## config.mk

```make
export PLATFORM = sky130hd
export DESIGN_NAME = lc3_control_unit_flat
export DESIGN_NICKNAME = d
export VERILOG_FILES = /design/src/rtl/lc3_ctrl_pkg.sv /design/src/rtl/lc3_control_unit_if.sv /design/src/rtl/lc3_cc_ben.sv /design/src/rtl/lc3_control_unit.sv /design/src/flat_wrapper.sv
export SDC_FILE = /design/constraint.sdc
export NUM_CORES = 1
export LEC_CHECK = 0
export ABC_AREA = 1
export BUFFER_PORTS_ARGS = -buffer_cell sky130_fd_sc_hd__buf_2
export CAP_MARGIN = 25
export CORE_MARGIN = 4
export CORE_UTILIZATION = 43
export DETAILED_ROUTE_END_ITERATION = 8
export GPL_TIMING_DRIVEN = 0
export HOLD_SLACK_MARGIN = 0.02
export PLACE_DENSITY = 0.87
export RECOVER_POWER = 50
export SYNTH_ARGS = -nofsm -noshare
export SYNTH_HDL_FRONTEND = slang
export SYNTH_SLANG_ARGS = --single-unit
```

## constraint.sdc

```tcl
create_clock -name CLK -period 1.8 [get_ports CLK]
set_input_delay 0.18 -clock CLK [delete_from_list [all_inputs] [get_ports CLK]]
set_output_delay 0.18 -clock CLK [all_outputs]
set_load 0.005 [all_outputs]
```

## src/rtl/lc3_ctrl_pkg.sv

```systemverilog
// LC-3 control unit shared types: state numbering, opcodes,
// mux/ALU encodings and the packed control word.
package lc3_ctrl_pkg;

    // LC-3 microstate numbers; 32..35 need a sixth bit.
    typedef enum logic [5:0] {
        S_BR       = 6'd0,
        S_ADD      = 6'd1,
        S_LD       = 6'd2,
        S_ST       = 6'd3,
        S_JSR      = 6'd4,
        S_AND      = 6'd5,
        S_LDR      = 6'd6,
        S_STR      = 6'd7,
        S_NOT      = 6'd9,
        S_LDI      = 6'd10,
        S_STI      = 6'd11,
        S_JMP      = 6'd12,
        S_LEA      = 6'd14,
        S_TRAP     = 6'd15,
        S_WR       = 6'd16,
        S_FETCH    = 6'd18,
        S_JSRR     = 6'd20,
        S_JSR_OFF  = 6'd21,
        S_BR_TAKE  = 6'd22,
        S_ST_MDR   = 6'd23,
        S_LDI_RD   = 6'd24,
        S_RD       = 6'd25,
        S_LDI_MAR  = 6'd26,
        S_LD_DR    = 6'd27,
        S_TRAP_RD  = 6'd28,
        S_STI_RD   = 6'd29,
        S_TRAP_PC  = 6'd30,
        S_STI_MAR  = 6'd31,
        S_DECODE   = 6'd32,
        S_FETCH_RD = 6'd33,
        S_LD_IR    = 6'd35
    } state_t;

    localparam logic [3:0] OP_RTI = 4'd8;
    localparam logic [3:0] OP_RSV = 4'd13;

    localparam logic       MARMUX_ZEXT  = 1'b0;
    localparam logic       MARMUX_ADDER = 1'b1;
    localparam logic       ADDR1_PC     = 1'b0;
    localparam logic       ADDR1_SR1    = 1'b1;
    localparam logic [1:0] ADDR2_ZERO   = 2'd0;
    localparam logic [1:0] ADDR2_OFF6   = 2'd1;
    localparam logic [1:0] ADDR2_OFF9   = 2'd2;
    localparam logic [1:0] ADDR2_OFF11  = 2'd3;
    localparam logic [1:0] PCMUX_INC    = 2'd0;
    localparam logic [1:0] PCMUX_BUS    = 2'd1;
    localparam logic [1:0] PCMUX_ADDER  = 2'd2;
    localparam logic [1:0] DRMUX_IR     = 2'd0;
    localparam logic [1:0] DRMUX_R7     = 2'd1;
    localparam logic [1:0] SR1MUX_IR119 = 2'd0;
    localparam logic [1:0] SR1MUX_IR86  = 2'd1;
    localparam logic [1:0] ALU_ADD      = 2'd0;
    localparam logic [1:0] ALU_AND      = 2'd1;
    localparam logic [1:0] ALU_NOT      = 2'd2;
    localparam logic [1:0] ALU_PASS     = 2'd3;

    typedef struct packed {
        logic       ld_mar;
        logic       ld_mdr;
        logic       ld_ir;
        logic       ld_pc;
        logic       ld_reg;
        logic       ld_cc;
        logic       ld_ben;
        logic       gate_marmux;
        logic       gate_mdr;
        logic       gate_alu;
        logic       gate_pc;
        logic       marmux;
        logic       addr1;
        logic [1:0] addr2;
        logic [1:0] pcmux;
        logic [1:0] drmux;
        logic [1:0] sr1mux;
        logic [1:0] aluk;
        logic       cs;
        logic       we;
    } ctl_t;

    // States that wait on READY before advancing.
    function automatic logic mem_state(state_t s);
        return s inside {S_FETCH_RD, S_LDI_RD, S_RD,
                         S_TRAP_RD, S_STI_RD, S_WR};
    endfunction

endpackage

```

## src/rtl/lc3_control_unit_if.sv

```systemverilog
// Control unit <-> datapath bundle. master: control unit
// (drives strobes/selects/CC); slave: datapath (BUS, IR, READY).
interface lc3_ctrl_if;
    logic [15:0] BUS;
    logic [15:0] IR;
    logic        READY;
    logic        LD_MAR, LD_MDR, LD_IR, LD_PC;
    logic        LD_REG, LD_CC, LD_BEN;
    logic        GateMARMUX, GateMDR, GateALU, GatePC;
    logic        MARMUXsel, ADDR1MUXsel;
    logic [1:0]  ADDR2MUXsel, PCMUXsel, DRMUXsel, SR1MUXsel;
    logic [1:0]  ALUK;
    logic        CS, WE;
    logic        N, Z, P, BEN;

    modport master (
        input  BUS, IR, READY,
        output LD_MAR, LD_MDR, LD_IR, LD_PC,
        output LD_REG, LD_CC, LD_BEN,
        output GateMARMUX, GateMDR, GateALU, GatePC,
        output MARMUXsel, ADDR1MUXsel,
        output ADDR2MUXsel, PCMUXsel, DRMUXsel, SR1MUXsel,
        output ALUK, CS, WE, N, Z, P, BEN
    );

    modport slave (
        output BUS, IR, READY,
        input  LD_MAR, LD_MDR, LD_IR, LD_PC,
        input  LD_REG, LD_CC, LD_BEN,
        input  GateMARMUX, GateMDR, GateALU, GatePC,
        input  MARMUXsel, ADDR1MUXsel,
        input  ADDR2MUXsel, PCMUXsel, DRMUXsel, SR1MUXsel,
        input  ALUK, CS, WE, N, Z, P, BEN
    );
endinterface

```

## src/rtl/lc3_cc_ben.sv

```systemverilog
// NZP condition codes and branch-enable latch.
// Ports: clk, reset (sync, active-low), bus, ir_nzp, ld_cc, ld_ben -> n, z, p, ben.
module lc3_cc_ben (
    input  logic        clk,
    input  logic        reset,
    input  logic [15:0] bus,
    input  logic [2:0]  ir_nzp,
    input  logic        ld_cc,
    input  logic        ld_ben,
    output logic        n,
    output logic        z,
    output logic        p,
    output logic        ben
);
    logic bus_zero;
    assign bus_zero = (bus == 16'h0000);

    always_ff @(posedge clk) begin
        if (!reset) begin
            {n, z, p} <= 3'b010;
            ben       <= 1'b0;
        end else begin
            if (ld_cc) begin
                n <= bus[15];
                z <= bus_zero;
                p <= !bus[15] && !bus_zero;
            end
            if (ld_ben)
                ben <= |(ir_nzp & {n, z, p});
        end
    end
endmodule

```

## src/rtl/lc3_control_unit.sv

```systemverilog
// LC-3 microsequencer: state register, next-state logic and Moore
// output decode. Ports: CLK, RESET (sync, active-low), dp (master).
module lc3_control_unit
    import lc3_ctrl_pkg::*;
(
    input  logic      CLK,
    input  logic      RESET,
    lc3_ctrl_if.master dp
);
    state_t     state, nxt;
    ctl_t       raw, ctl;
    logic [3:0] op;
    logic       n, z, p, ben;
    logic       unused_ir;

    assign op        = dp.IR[15:12];
    assign unused_ir = ^dp.IR[8:0];

    always_comb begin
        nxt = S_FETCH;
        if (mem_state(state) && !dp.READY) begin
            nxt = state;
        end else begin
            unique case (state)
                S_FETCH:    nxt = S_FETCH_RD;
                S_FETCH_RD: nxt = S_LD_IR;
                S_LD_IR:    nxt = S_DECODE;
                S_DECODE:   nxt = (op == OP_RTI || op == OP_RSV)
                                  ? S_FETCH : state_t'({2'b00, op});
                S_BR:       nxt = ben ? S_BR_TAKE : S_FETCH;
                S_JSR:      nxt = dp.IR[11] ? S_JSR_OFF : S_JSRR;
                S_LD, S_LDR, S_LDI_MAR:
                            nxt = S_RD;
                S_RD:       nxt = S_LD_DR;
                S_LDI:      nxt = S_LDI_RD;
                S_LDI_RD:   nxt = S_LDI_MAR;
                S_ST, S_STR, S_STI_MAR:
                            nxt = S_ST_MDR;
                S_STI:      nxt = S_STI_RD;
                S_STI_RD:   nxt = S_STI_MAR;
                S_ST_MDR:   nxt = S_WR;
                S_TRAP:     nxt = S_TRAP_RD;
                S_TRAP_RD:  nxt = S_TRAP_PC;
                default:    nxt = S_FETCH;
            endcase
        end
    end

    always_ff @(posedge CLK) begin
        if (!RESET)
            state <= S_FETCH;
        else
            state <= nxt;
    end

    always_comb begin
        raw = '0;
        unique case (state)
            S_FETCH: begin
                raw.gate_pc = 1'b1;
                raw.ld_mar  = 1'b1;
                raw.ld_pc   = 1'b1;
                raw.pcmux   = PCMUX_INC;
            end
            S_FETCH_RD, S_LDI_RD, S_RD, S_STI_RD: begin
                raw.cs     = 1'b1;
                raw.ld_mdr = 1'b1;
            end
            S_TRAP_RD: begin
                raw.cs      = 1'b1;
                raw.ld_mdr  = 1'b1;
                raw.gate_pc = 1'b1;
                raw.drmux   = DRMUX_R7;
                raw.ld_reg  = 1'b1;
            end
            S_LD_IR: begin
                raw.gate_mdr = 1'b1;
                raw.ld_ir    = 1'b1;
            end
            S_DECODE: raw.ld_ben = 1'b1;
            S_ADD, S_AND, S_NOT: begin
                raw.gate_alu = 1'b1;
                raw.ld_reg   = 1'b1;
                raw.ld_cc    = 1'b1;
                raw.sr1mux   = SR1MUX_IR86;
                raw.drmux    = DRMUX_IR;
                raw.aluk     = (state == S_ADD) ? ALU_ADD :
                               (state == S_AND) ? ALU_AND : ALU_NOT;
            end
            S_BR_TAKE, S_JSR_OFF: begin
                raw.addr1 = ADDR1_PC;
                raw.addr2 = (state == S_BR_TAKE) ? ADDR2_OFF9
                                                 : ADDR2_OFF11;
                raw.pcmux = PCMUX_ADDER;
                raw.ld_pc = 1'b1;
            end
            S_JMP, S_JSRR: begin
                raw.addr1  = ADDR1_SR1;
                raw.sr1mux = SR1MUX_IR86;
                raw.addr2  = ADDR2_ZERO;
                raw.pcmux  = PCMUX_ADDER;
                raw.ld_pc  = 1'b1;
            end
            S_JSR: begin
                raw.gate_pc = 1'b1;
                raw.drmux   = DRMUX_R7;
                raw.ld_reg  = 1'b1;
            end
            S_LD, S_LDI, S_ST, S_STI: begin
                raw.gate_marmux = 1'b1;
                raw.marmux      = MARMUX_ADDER;
                raw.ld_mar      = 1'b1;
                raw.addr1       = ADDR1_PC;
                raw.addr2       = ADDR2_OFF9;
            end
            S_LDR, S_STR: begin
                raw.gate_marmux = 1'b1;
                raw.marmux      = MARMUX_ADDER;
                raw.ld_mar      = 1'b1;
                raw.addr1       = ADDR1_SR1;
                raw.sr1mux      = SR1MUX_IR86;
                raw.addr2       = ADDR2_OFF6;
            end
            S_LDI_MAR, S_STI_MAR: begin
                raw.gate_mdr = 1'b1;
                raw.ld_mar   = 1'b1;
            end
            S_LD_DR: begin
                raw.gate_mdr = 1'b1;
                raw.drmux    = DRMUX_IR;
                raw.ld_reg   = 1'b1;
                raw.ld_cc    = 1'b1;
            end
            S_LEA: begin
                raw.gate_marmux = 1'b1;
                raw.marmux      = MARMUX_ADDER;
                raw.addr1       = ADDR1_PC;
                raw.addr2       = ADDR2_OFF9;
                raw.drmux       = DRMUX_IR;
                raw.ld_reg      = 1'b1;
            end
            S_ST_MDR: begin
                raw.sr1mux   = SR1MUX_IR119;
                raw.aluk     = ALU_PASS;
                raw.gate_alu = 1'b1;
                raw.ld_mdr   = 1'b1;
            end
            S_WR: begin
                raw.cs = 1'b1;
                raw.we = 1'b1;
            end
            S_TRAP: begin
                raw.gate_marmux = 1'b1;
                raw.marmux      = MARMUX_ZEXT;
                raw.ld_mar      = 1'b1;
            end
            S_TRAP_PC: begin
                raw.gate_mdr = 1'b1;
                raw.pcmux    = PCMUX_BUS;
                raw.ld_pc    = 1'b1;
            end
            default: raw = '0;
        endcase
    end

    // Strobes stay quiet for as long as reset is held.
    assign ctl = RESET ? raw : '0;

    lc3_cc_ben u_cc_ben (
        .clk    (CLK),
        .reset  (RESET),
        .bus    (dp.BUS),
        .ir_nzp (dp.IR[11:9]),
        .ld_cc  (ctl.ld_cc),
        .ld_ben (ctl.ld_ben),
        .n      (n),
        .z      (z),
        .p      (p),
        .ben    (ben)
    );

    assign dp.LD_MAR      = ctl.ld_mar;
    assign dp.LD_MDR      = ctl.ld_mdr;
    assign dp.LD_IR       = ctl.ld_ir;
    assign dp.LD_PC       = ctl.ld_pc;
    assign dp.LD_REG      = ctl.ld_reg;
    assign dp.LD_CC       = ctl.ld_cc;
    assign dp.LD_BEN      = ctl.ld_ben;
    assign dp.GateMARMUX  = ctl.gate_marmux;
    assign dp.GateMDR     = ctl.gate_mdr;
    assign dp.GateALU     = ctl.gate_alu;
    assign dp.GatePC      = ctl.gate_pc;
    assign dp.MARMUXsel   = ctl.marmux;
    assign dp.ADDR1MUXsel = ctl.addr1;
    assign dp.ADDR2MUXsel = ctl.addr2;
    assign dp.PCMUXsel    = ctl.pcmux;
    assign dp.DRMUXsel    = ctl.drmux;
    assign dp.SR1MUXsel   = ctl.sr1mux;
    assign dp.ALUK        = ctl.aluk;
    assign dp.CS          = ctl.cs;
    assign dp.WE          = ctl.we;
    assign dp.N           = n;
    assign dp.Z           = z;
    assign dp.P           = p;
    assign dp.BEN         = ben;
endmodule

```

## src/flat_wrapper.sv

```systemverilog
// flat-port wrapper written by rule: the top's interface ports become plain ports
module lc3_control_unit_flat import lc3_ctrl_pkg::*;
  (CLK, RESET, dp_BUS, dp_IR, dp_READY, dp_LD_MAR, dp_LD_MDR, dp_LD_IR, dp_LD_PC, dp_LD_REG, dp_LD_CC, dp_LD_BEN, dp_GateMARMUX, dp_GateMDR, dp_GateALU, dp_GatePC, dp_MARMUXsel, dp_ADDR1MUXsel, dp_ADDR2MUXsel, dp_PCMUXsel, dp_DRMUXsel, dp_SR1MUXsel, dp_ALUK, dp_CS, dp_WE, dp_N, dp_Z, dp_P, dp_BEN);
  lc3_ctrl_if dp_i ();
  input  logic CLK;
  input  logic RESET;
  input wire logic [$bits(dp_i.BUS)-1:0] dp_BUS;
  input wire logic [$bits(dp_i.IR)-1:0] dp_IR;
  input wire logic [$bits(dp_i.READY)-1:0] dp_READY;
  output wire logic [$bits(dp_i.LD_MAR)-1:0] dp_LD_MAR;
  output wire logic [$bits(dp_i.LD_MDR)-1:0] dp_LD_MDR;
  output wire logic [$bits(dp_i.LD_IR)-1:0] dp_LD_IR;
  output wire logic [$bits(dp_i.LD_PC)-1:0] dp_LD_PC;
  output wire logic [$bits(dp_i.LD_REG)-1:0] dp_LD_REG;
  output wire logic [$bits(dp_i.LD_CC)-1:0] dp_LD_CC;
  output wire logic [$bits(dp_i.LD_BEN)-1:0] dp_LD_BEN;
  output wire logic [$bits(dp_i.GateMARMUX)-1:0] dp_GateMARMUX;
  output wire logic [$bits(dp_i.GateMDR)-1:0] dp_GateMDR;
  output wire logic [$bits(dp_i.GateALU)-1:0] dp_GateALU;
  output wire logic [$bits(dp_i.GatePC)-1:0] dp_GatePC;
  output wire logic [$bits(dp_i.MARMUXsel)-1:0] dp_MARMUXsel;
  output wire logic [$bits(dp_i.ADDR1MUXsel)-1:0] dp_ADDR1MUXsel;
  output wire logic [$bits(dp_i.ADDR2MUXsel)-1:0] dp_ADDR2MUXsel;
  output wire logic [$bits(dp_i.PCMUXsel)-1:0] dp_PCMUXsel;
  output wire logic [$bits(dp_i.DRMUXsel)-1:0] dp_DRMUXsel;
  output wire logic [$bits(dp_i.SR1MUXsel)-1:0] dp_SR1MUXsel;
  output wire logic [$bits(dp_i.ALUK)-1:0] dp_ALUK;
  output wire logic [$bits(dp_i.CS)-1:0] dp_CS;
  output wire logic [$bits(dp_i.WE)-1:0] dp_WE;
  output wire logic [$bits(dp_i.N)-1:0] dp_N;
  output wire logic [$bits(dp_i.Z)-1:0] dp_Z;
  output wire logic [$bits(dp_i.P)-1:0] dp_P;
  output wire logic [$bits(dp_i.BEN)-1:0] dp_BEN;
  assign dp_i.BUS = dp_BUS;
  assign dp_i.IR = dp_IR;
  assign dp_i.READY = dp_READY;
  assign dp_LD_MAR = dp_i.LD_MAR;
  assign dp_LD_MDR = dp_i.LD_MDR;
  assign dp_LD_IR = dp_i.LD_IR;
  assign dp_LD_PC = dp_i.LD_PC;
  assign dp_LD_REG = dp_i.LD_REG;
  assign dp_LD_CC = dp_i.LD_CC;
  assign dp_LD_BEN = dp_i.LD_BEN;
  assign dp_GateMARMUX = dp_i.GateMARMUX;
  assign dp_GateMDR = dp_i.GateMDR;
  assign dp_GateALU = dp_i.GateALU;
  assign dp_GatePC = dp_i.GatePC;
  assign dp_MARMUXsel = dp_i.MARMUXsel;
  assign dp_ADDR1MUXsel = dp_i.ADDR1MUXsel;
  assign dp_ADDR2MUXsel = dp_i.ADDR2MUXsel;
  assign dp_PCMUXsel = dp_i.PCMUXsel;
  assign dp_DRMUXsel = dp_i.DRMUXsel;
  assign dp_SR1MUXsel = dp_i.SR1MUXsel;
  assign dp_ALUK = dp_i.ALUK;
  assign dp_CS = dp_i.CS;
  assign dp_WE = dp_i.WE;
  assign dp_N = dp_i.N;
  assign dp_Z = dp_i.Z;
  assign dp_P = dp_i.P;
  assign dp_BEN = dp_i.BEN;
  lc3_control_unit u_core (.CLK(CLK), .RESET(RESET), .dp(dp_i));
endmodule
```

Word level (Yosys, flattened, before mapping):

Index checks and enable logic that the tools add are counted.

* register bits after elaboration: 10
* input bits: 35
* output and inout bits: 29

* equality and inequality tests: 32
* mux-type cells: 27
* bitwise logic cells: 1
* reductions and logical operators: 31

Operator list (number)
* 6-bit case mux with 16 select lines: 1
* 6-bit by 5-bit == test with 1-bit output (second input constant): 14
* 6-bit by 4-bit == test with 1-bit output (second input constant): 6
* 25-bit two-way mux: 1
* 6-bit by 3-bit == test with 1-bit output (second input constant): 4
* 7-bit OR reduction: 3
* 6-bit == test (second input constant): 3
* 1-bit two-way mux: 18
* 6-bit OR reduction: 3
* 16-bit logical NOT: 1
* 3-bit OR reduction: 5
* 6-bit by 2-bit == test with 1-bit output (second input constant): 2
* 3-bit case mux with 4 select lines: 1
* 4-bit OR reduction: 3
* 10-bit OR reduction: 1
* 5-bit OR reduction: 2
* 4-bit == test (second input constant): 2
* 2-bit case mux with 2 select lines: 2
* 2-bit OR reduction: 4
* 8-bit OR reduction: 1
* 6-bit by 1-bit == test with 1-bit output (second input constant): 1
* 6-bit logical NOT: 1
* 6-bit nonzero test: 1
* 5-bit two-way mux: 1
* 6 further kinds: 10

Depth between registers and ports, before layout:

Gate-level depths: netlist (run 1).

* word-level depth: 5
* gate-level depth with buffers: 12
* depth with buffers taken out: 12

By module:

Synthesis (run 1) repeated with hierarchy kept, for this count alone.

* cell total of the unflattened synthesis: 219
* area total of the unflattened synthesis: 1173.6 sq um

Modules (own cells, without submodules)
* lc3_control_unit: times used 1, cells each 185, area each 968.4 sq um, seq. area each 120.1 sq um
* lc3_cc_ben: times used 1, cells each 34, area each 205.2 sq um, seq. area each 80.1 sq um

Worst setup path before layout (run 1):

No wires, ideal clock.

* kind: flip-flop to output port
* start: reg u_core.state[4]
* end: out dp_ALUK[0]
* arrival: 1.169 ns
* required time: 1.620 ns
* setup slack: 0.451 ns
* stages on the path, launching flop included: 6
* buffers on the path: 0
* cell sequence: dfxtp_1 inv_1 nor2_2 nand3_1 a21oi_1 and2_1

* longest elaborated chain between the ends: 5
* elaborated cells on any way between the ends: 9

Ends and longest elaborated chain
* start: declaration: RTL line lc3_control_unit.sv:10 `state_t state, nxt;`
* start signal: assignment: RTL line lc3_control_unit.sv:53 `state <= nxt;`
* 6-bit by 3-bit == test with 1-bit output: RTL line lc3_control_unit.sv:58, lc3_control_unit.sv:88
* 2-bit two-way mux: RTL line lc3_control_unit.sv:88 `(state == S_AND) ? ALU_AND : ALU_NOT;`
* 2-bit two-way mux: RTL line lc3_control_unit.sv:87 `raw.aluk = (state == S_ADD) ? ALU_ADD :`
* 2-bit case mux with 2 select lines *: RTL line lc3_control_unit.sv:58 `unique case (state)`
* 25-bit two-way mux *: RTL line lc3_control_unit.sv:167 `assign ctl = RESET ? raw : '0;`
* end: declaration: RTL line flat_wrapper.sv:27 `output wire logic [$bits(dp_i.ALUK)-1:0] dp_ALUK;`

Mark *: on every way between the ends. The rest lies on a longest branch, timed or not.

Final worst setup path (run 1):

* start: reg u_core.state[5]
* end: out dp_LD_MDR

* longest elaborated chain between the ends: 4
* elaborated cells on any way between the ends: 9

Ends and longest elaborated chain
* 6-bit by 5-bit == test with 1-bit output / 6-bit == test (equally long branches): RTL line lc3_control_unit.sv:58
* 6-bit OR reduction (no line) *
* 1-bit two-way mux *: RTL line lc3_control_unit.sv:58
* 25-bit two-way mux *: RTL line lc3_control_unit.sv:167
* end: declaration: RTL line flat_wrapper.sv:11 `output wire logic [$bits(dp_i.LD_MDR)-1:0] dp_LD_MDR;`

Marked as above.

==> results_dict.tcl, run 1 <==
set metrics [dict create \
    p_leak_nw 0.887 \
    root_buffer "clkbuf_4" \
    max_slew_margin_pct 62.3 \
    grt_pass1_wl_um 5990 \
    timing.rr.start "u_core.state[5]" \
    routed_via_density 5.63 \
    fin_ws_ns -0.0117 \
    cts-htree-levels 1 \
    syn_to_final_growth_pct 50.6 \
    powerDensity_nw_per_um2 1030 \
    netlist_area_um2 1070 \
    fmax_ghz 0.552 \
    vias 1649 \
    drive_above_1_share_pct 38.9 \
    fillers 206 \
    portBuffers 51 \
    cp_max_fo 4 \
    dieArea_um2 3350 \
    synth.area.top_cells "dfxtp_1 19%, nand2_1 18%, nand3_1 11%" \
    hold_path_class "in2reg" \
    clk_pin_slew_ns 0.06 \
    hold_path_depth 3 \
    worst_slew_pin_slew_ns 0.566 \
    drc_errors 0 \
    peakVddDrop_uv 761 \
    clock_path_buffers 2 \
    finalCriticalPeriod_ns 1.81 \
    fin_cells 293 \
    drtIter0Drc 124 \
    grt_antenna_before_repair 0 \
    routed_wl_um 4130 \
    wl_per_cell_um 14.1 \
    synthArstFlopShare_pct 0 \
    final_util_pct 70.2 \
    grt_pass1_vias 1333 \
    fp.coreArea_um2 2300 \
    drv_cap 0 \
    grt_max_degree 11 \
    reg2reg_slack_ns 0.25 \
    syn_inst 200 \
    die_h_um 57.9 \
    worstSetupPathType "reg2out" \
    clkLatencyLatePin_ns 0.27 \
    synth_edf_count 0 \
    synth_common_cells "50 x nand2_1, 32 x inv_1, 28 x nor2_1, 24 x nand3_1, 10 x dfxtp_1" \
    yosysMostFrequentCell "nand2_1" \
    cts_buffers 3 \
    rows 17 \
    syn_area_per_cell_um2 5.36 \
    fin_nets 302 \
    synth_seq_cells 10 \
    pin_count 64 \
    rsz0062_at_grt "true" \
    hp-start "dp_BUS[15]" \
    start_kind "flip-flop" \
    synth.distinct_cells 26 \
    die_x_um 57.9 \
    insertedDiodeCount 0 \
    cp.arrival_ns 1.63 \
    start_util_pct 46.6 \
    ant_nets 0 \
    hold_viol 0 \
    grt_util_all_layers_pct 22.7 \
    dp_hpwl_um 2810 \
    end_kind "output port" \
    setup_viol 1 \
    cts_tree "built" \
    required_ns 1.62 \
    setup-tns-final_ns -0.0117 \
    hold_buffers 0 \
    hold_ws_ns 0.189 \
    ys.flop_type "dfxtp_1" \
    yosysWarnings 0 \
    dp_slack_ns 0.139 \
    finClkSkew_ns 0.00699 \
    rr_endpoint "u_core.state[1]" \
    slew_viol_final 0 \
    min_to "u_core.u_cc_ben.n" \
    clock_sinks 10 \
    first_pass_iters 5 \
    reg2regPathDepth 9 \
    finalCritPeriodShare_pct 101 \
    violations "setup timing" \
    status "finished with violations" \
    synth_top_area_cell "dfxtp_1" \
    synth_top_cell_area_share_pct 18.7 \
    synth-seq-area-share_pct 18.7 \
    overflow 0 \
    dp.cells 280 \
    routabilityCongestion 0.993 \
]
## sequential cells by signal (all words and copies together), names as in the netlist
| signal | count |
|---|---|
| u_core.u_cc_ben.z | 1 |
| u_core.u_cc_ben.ben | 1 |
| u_core.state | 6 |
| u_core.u_cc_ben.p | 1 |
| u_core.u_cc_ben.n | 1 |
## cells in the final DEF (no fill, tap or decap), types with 2 or more instances in the layout
cell / count
inv_4: 2
nand3_2: 2
clkbuf_4: 3
nand3_1: 22
clkbuf_1: 4
nor2_4: 9
nor2_1: 22
inv_2: 5
a41oi_2: 2
nand4_1: 2
dfxtp_1: 4
a31oi_1: 5
nand2_1: 45
conb_1: 2
nor3_1: 4
a41oi_1: 2
buf_2: 51
nor4_1: 2
nor2_2: 2
buf_4: 10
inv_1: 27
dfxtp_4: 6
nand2_2: 5
a21oi_1: 8
o21ai_0: 5
## what timing repair did
| action | in CTS | in global routing |
|---|---|---|
| pin swaps | 4 | 10 |
| endpoints found under the setup margin | 17 | 16 |
| resized for setup | 19 | 32 |
| buffers inserted | 4 | 4 |
| gates cloned | 1 | 1 |
## final cells by class
cell class                 count  area (µm²)  area share, %
inverter                      34         133           8.22
timing repair buffer          60         319           19.8
buffer                         6        37.5           2.33
clock buffer                   3        22.5           1.40
multi-input combinational    152         843           52.3
sequential                    10         223           13.8
tap                           28        35.0           2.17
## power by group
part	internal, mW	switching, mW
Sequential	0.301	0.115
Clock	0.0775	0.0826
Combinational	0.409	0.679
## kinds of logic (layout without fill, tap and decap cells)
kind of cell    after synthesis  count (layout)  share of synthesized area (%)
compound gates               29              29                           16.5
buf+inv                      40             103                           15.1
flops                        10              10                           18.7
other cells                   1               2                          0.350
simple gates                120             121                           49.4
## critical path, cell delays in order (launching register included)
cell	delay [ns]
dfxtp_4	0.40
inv_1	0.09
nor2_2	0.16
nand3_1	0.20
o211ai_1	0.17
nand2_1	0.10
o21ai_0	0.10
buf_2	0.14
## through the flow
step | power, mW | cell area (µm²)
floorplan | 0.918 | 1070
global placement | 1.15 | 1370
detailed placement | 1.16 | 1370
CTS | 1.43 | 1480
global route | 1.79 | 1610
finish | 1.66 | 1610
## per-layer routing
layer / routed length [µm] / up-vias / GRT usage [%]
met3: 411 / 21 / 2.90
met4: 164 / 0 / 12.3
met2: 2010 / 123 / 36.6
met5: 0 / - / 0
li1: - / 788 / -
met1: 1550 / 717 / 29.2
## how the worst max path moves through the flow
stage                               start           endpoint
final                     u_core.state[5]          dp_LD_MDR
after global routing      u_core.state[5]          dp_LD_MDR
after CTS                 u_core.state[5]  dp_ADDR2MUXsel[1]
after detailed placement  u_core.state[0]          dp_LD_REG
after global placement    u_core.state[2]         dp_ALUK[0]
after floorplan           u_core.state[4]         dp_ALUK[0]
Power figures use the tool's default switching activity.
==> run 2, diff against run 1 <==
- BUFFER_PORTS_ARGS: -buffer_cell sky130_fd_sc_hd__buf_2 -> -buffer_cell sky130_fd_sc_hd__buf_4
- CORE_ASPECT_RATIO: unset -> 0.8
==> run 2 against run 1 <==
Net effect: the flow still finishes with violations (setup timing); wire length increased by 10%; clock skew about the same; clock power up 36%; sequential cell count did not move; critical endpoint is now dp_MARMUXsel; die area is 0.16% higher; cell count grew 3.8%; count of clock-buffer cells in the layout grew 1; global-route usage up 1.1 points; register-to-register slack lost 0.06 ns.
==> results_dict.tcl, run 2 (same netlist as run 1, synthesis figures left out) <==
set metrics [dict create \
    status "finished with violations" \
    violations "setup timing" \
    hold_viol 0 \
    drc_errors 0 \
    fp.coreArea_um2 2270 \
    p_leak_nw 0.935 \
    fin_total_pwr_mw 1.92 \
    finish.instance_area_um2 1810 \
    clock_sinks 10 \
    rsz0062_at_grt "true" \
    drive_above_1_share_pct 40.7 \
    grt_max_degree 11 \
    finalCriticalPeriod_ns 1.89 \
    vias 1691 \
    wl_per_cell_um 15.0 \
    die_x_um 63.8 \
    dp_hpwl_um 2920 \
    slew_viol_final 0 \
    cp_max_fo 6 \
    powerDensity_nw_per_um2 1060 \
    cts_buffers 3 \
    regMostFlops "u_core.state" \
    fin_nets 306 \
    max_slew_margin_pct 58.8 \
    drtIter0Drc 247 \
    dieArea_um2 3360 \
    grt_antenna_before_repair 0 \
    hold_path_class "in2reg" \
    finalCritPeriodShare_pct 105 \
    required_ns 1.62 \
    clkLatencyLatePin_ns 0.28 \
    largest_reg_flops 6 \
    grt_pass1_vias 1422 \
    clock_path_buffers 2 \
    start_kind "flip-flop" \
    routed_wl_um 4560 \
    start_util_pct 47.2 \
    cp.arrival_ns 1.71 \
    routabilityCongestion 1.02 \
    finClkSkew_ns 0.00705 \
    peakVddDrop_uv 772 \
    worst_slew_pin_slew_ns 0.618 \
    end_kind "output port" \
    layout_common_cells "62 x buf_4, 48 x nand2_1, 26 x inv_1, 22 x nor2_1, 21 x nand3_1" \
    rows 15 \
    cts_tree "built" \
    setup_viol 7 \
    ant_nets 0 \
    die_h_um 52.6 \
    fillers 148 \
    root_buffer "clkbuf_4" \
    fmax_ghz 0.530 \
    pin_count 64 \
    layout_commonest_cell "buf_4" \
    grt_util_all_layers_pct 23.8 \
    final_util_pct 79.5 \
    dpl-instance-area_um2 1500 \
    routed_via_density 5.56 \
    fin_ws_ns -0.0876 \
    worstSetupPathType "reg2out" \
    clk_pin_slew_ns 0.08 \
    insertedDiodeCount 0 \
    cts-htree-levels 1 \
    drv_cap 0 \
    dp_slack_ns 0.110 \
    portBuffers 51 \
    syn_to_final_growth_pct 68.6 \
    first_pass_iters 5 \
    overflow 0 \
    grt_pass1_wl_um 6410 \
]
==> run 2: cell count changes in the layout (fill, tap and decap cells not counted), moves of 2 or more <==
| cell | previous run | this run |
|---|---|---|
| inv_4 | 2 | 0 |
| a41oi_1 | 2 | 0 |
| clkbuf_4 | 3 | 7 |
| nand2_1 | 45 | 48 |
| a41oi_2 | 2 | 4 |
| buf_4 | 10 | 62 |
| nand2_2 | 5 | 2 |
| inv_2 | 5 | 7 |
| buf_2 | 51 | 0 |
==> run 2: worst max-delay path: stages (launching register included) <==
cell     delay [ns]
dfxtp_4        0.42
nand2_1        0.11
inv_2          0.13
nand2_1        0.14
nor2_4         0.18
inv_1          0.10
a41oi_2        0.20
buf_4          0.13
==> run 2: layer usage <==
layer  up-vias  track usage [%]  wire length, µm  part of all wire, %
met4         0             5.38              136                  3.0
met1       756             30.3             1730                   38
met3        19             6.87              519                   11
met5         -                0                0                    0
li1        791                -                -                    -
met2       125             39.8             2180                   48
==> run 2: path summary, 6_finish.rpt <==
| kind | start | depth (start not counted) | endpoint | slack (ns) |
|---|---|---|---|---|
| max | u_core.state[1] | 7 | dp_MARMUXsel | -0.09 |
| min | dp_READY | 4 | u_core.state[1] | 0.18 |
| max reg2reg | u_core.state[1] | 13 | u_core.state[1] | 0.19 |
| min reg2reg | u_core.u_cc_ben.p | 2 | u_core.u_cc_ben.p | 0.50 |
==> run 2: layout make-up <==
cell class | count | area, µm² | area share [%]
tap | 34 | 42.5 | 2.36
buffer | 6 | 37.5 | 2.08
clock buffer | 4 | 36.3 | 2.01
inverter | 34 | 133 | 7.35
timing repair buffer | 64 | 480 | 26.6
sequential | 10 | 220 | 12.2
multi-input combinational | 152 | 856 | 47.4
==> run 2: what timing repair did <==
item | in CTS | in global routing
endpoints found under the setup margin | 18 | 17
setup buffers | 4 | 9
resized for setup | 21 | 29
hold buffers | 0 | 0
pin swaps | 4 | 9
gates cloned | 0 | 1
==> run 2: per-stage QoR <==
stage	setup TNS, ns	hold WS, ns	cells
floorplan	0	0.339	201
global placement	0	0.465	286
detailed placement	0	0.473	286
CTS	0	0.186	294
global route	-1.05	0.200	304
finish	-0.270	0.180	304
==> run 2: where the power goes <==
part	leakage, nW	total, mW	switching (mW)	internal (mW)
registers	0.0844	0.424	0.122	0.302
logic	0.830	1.28	0.736	0.546
clock network	0.0210	0.217	0.0933	0.123
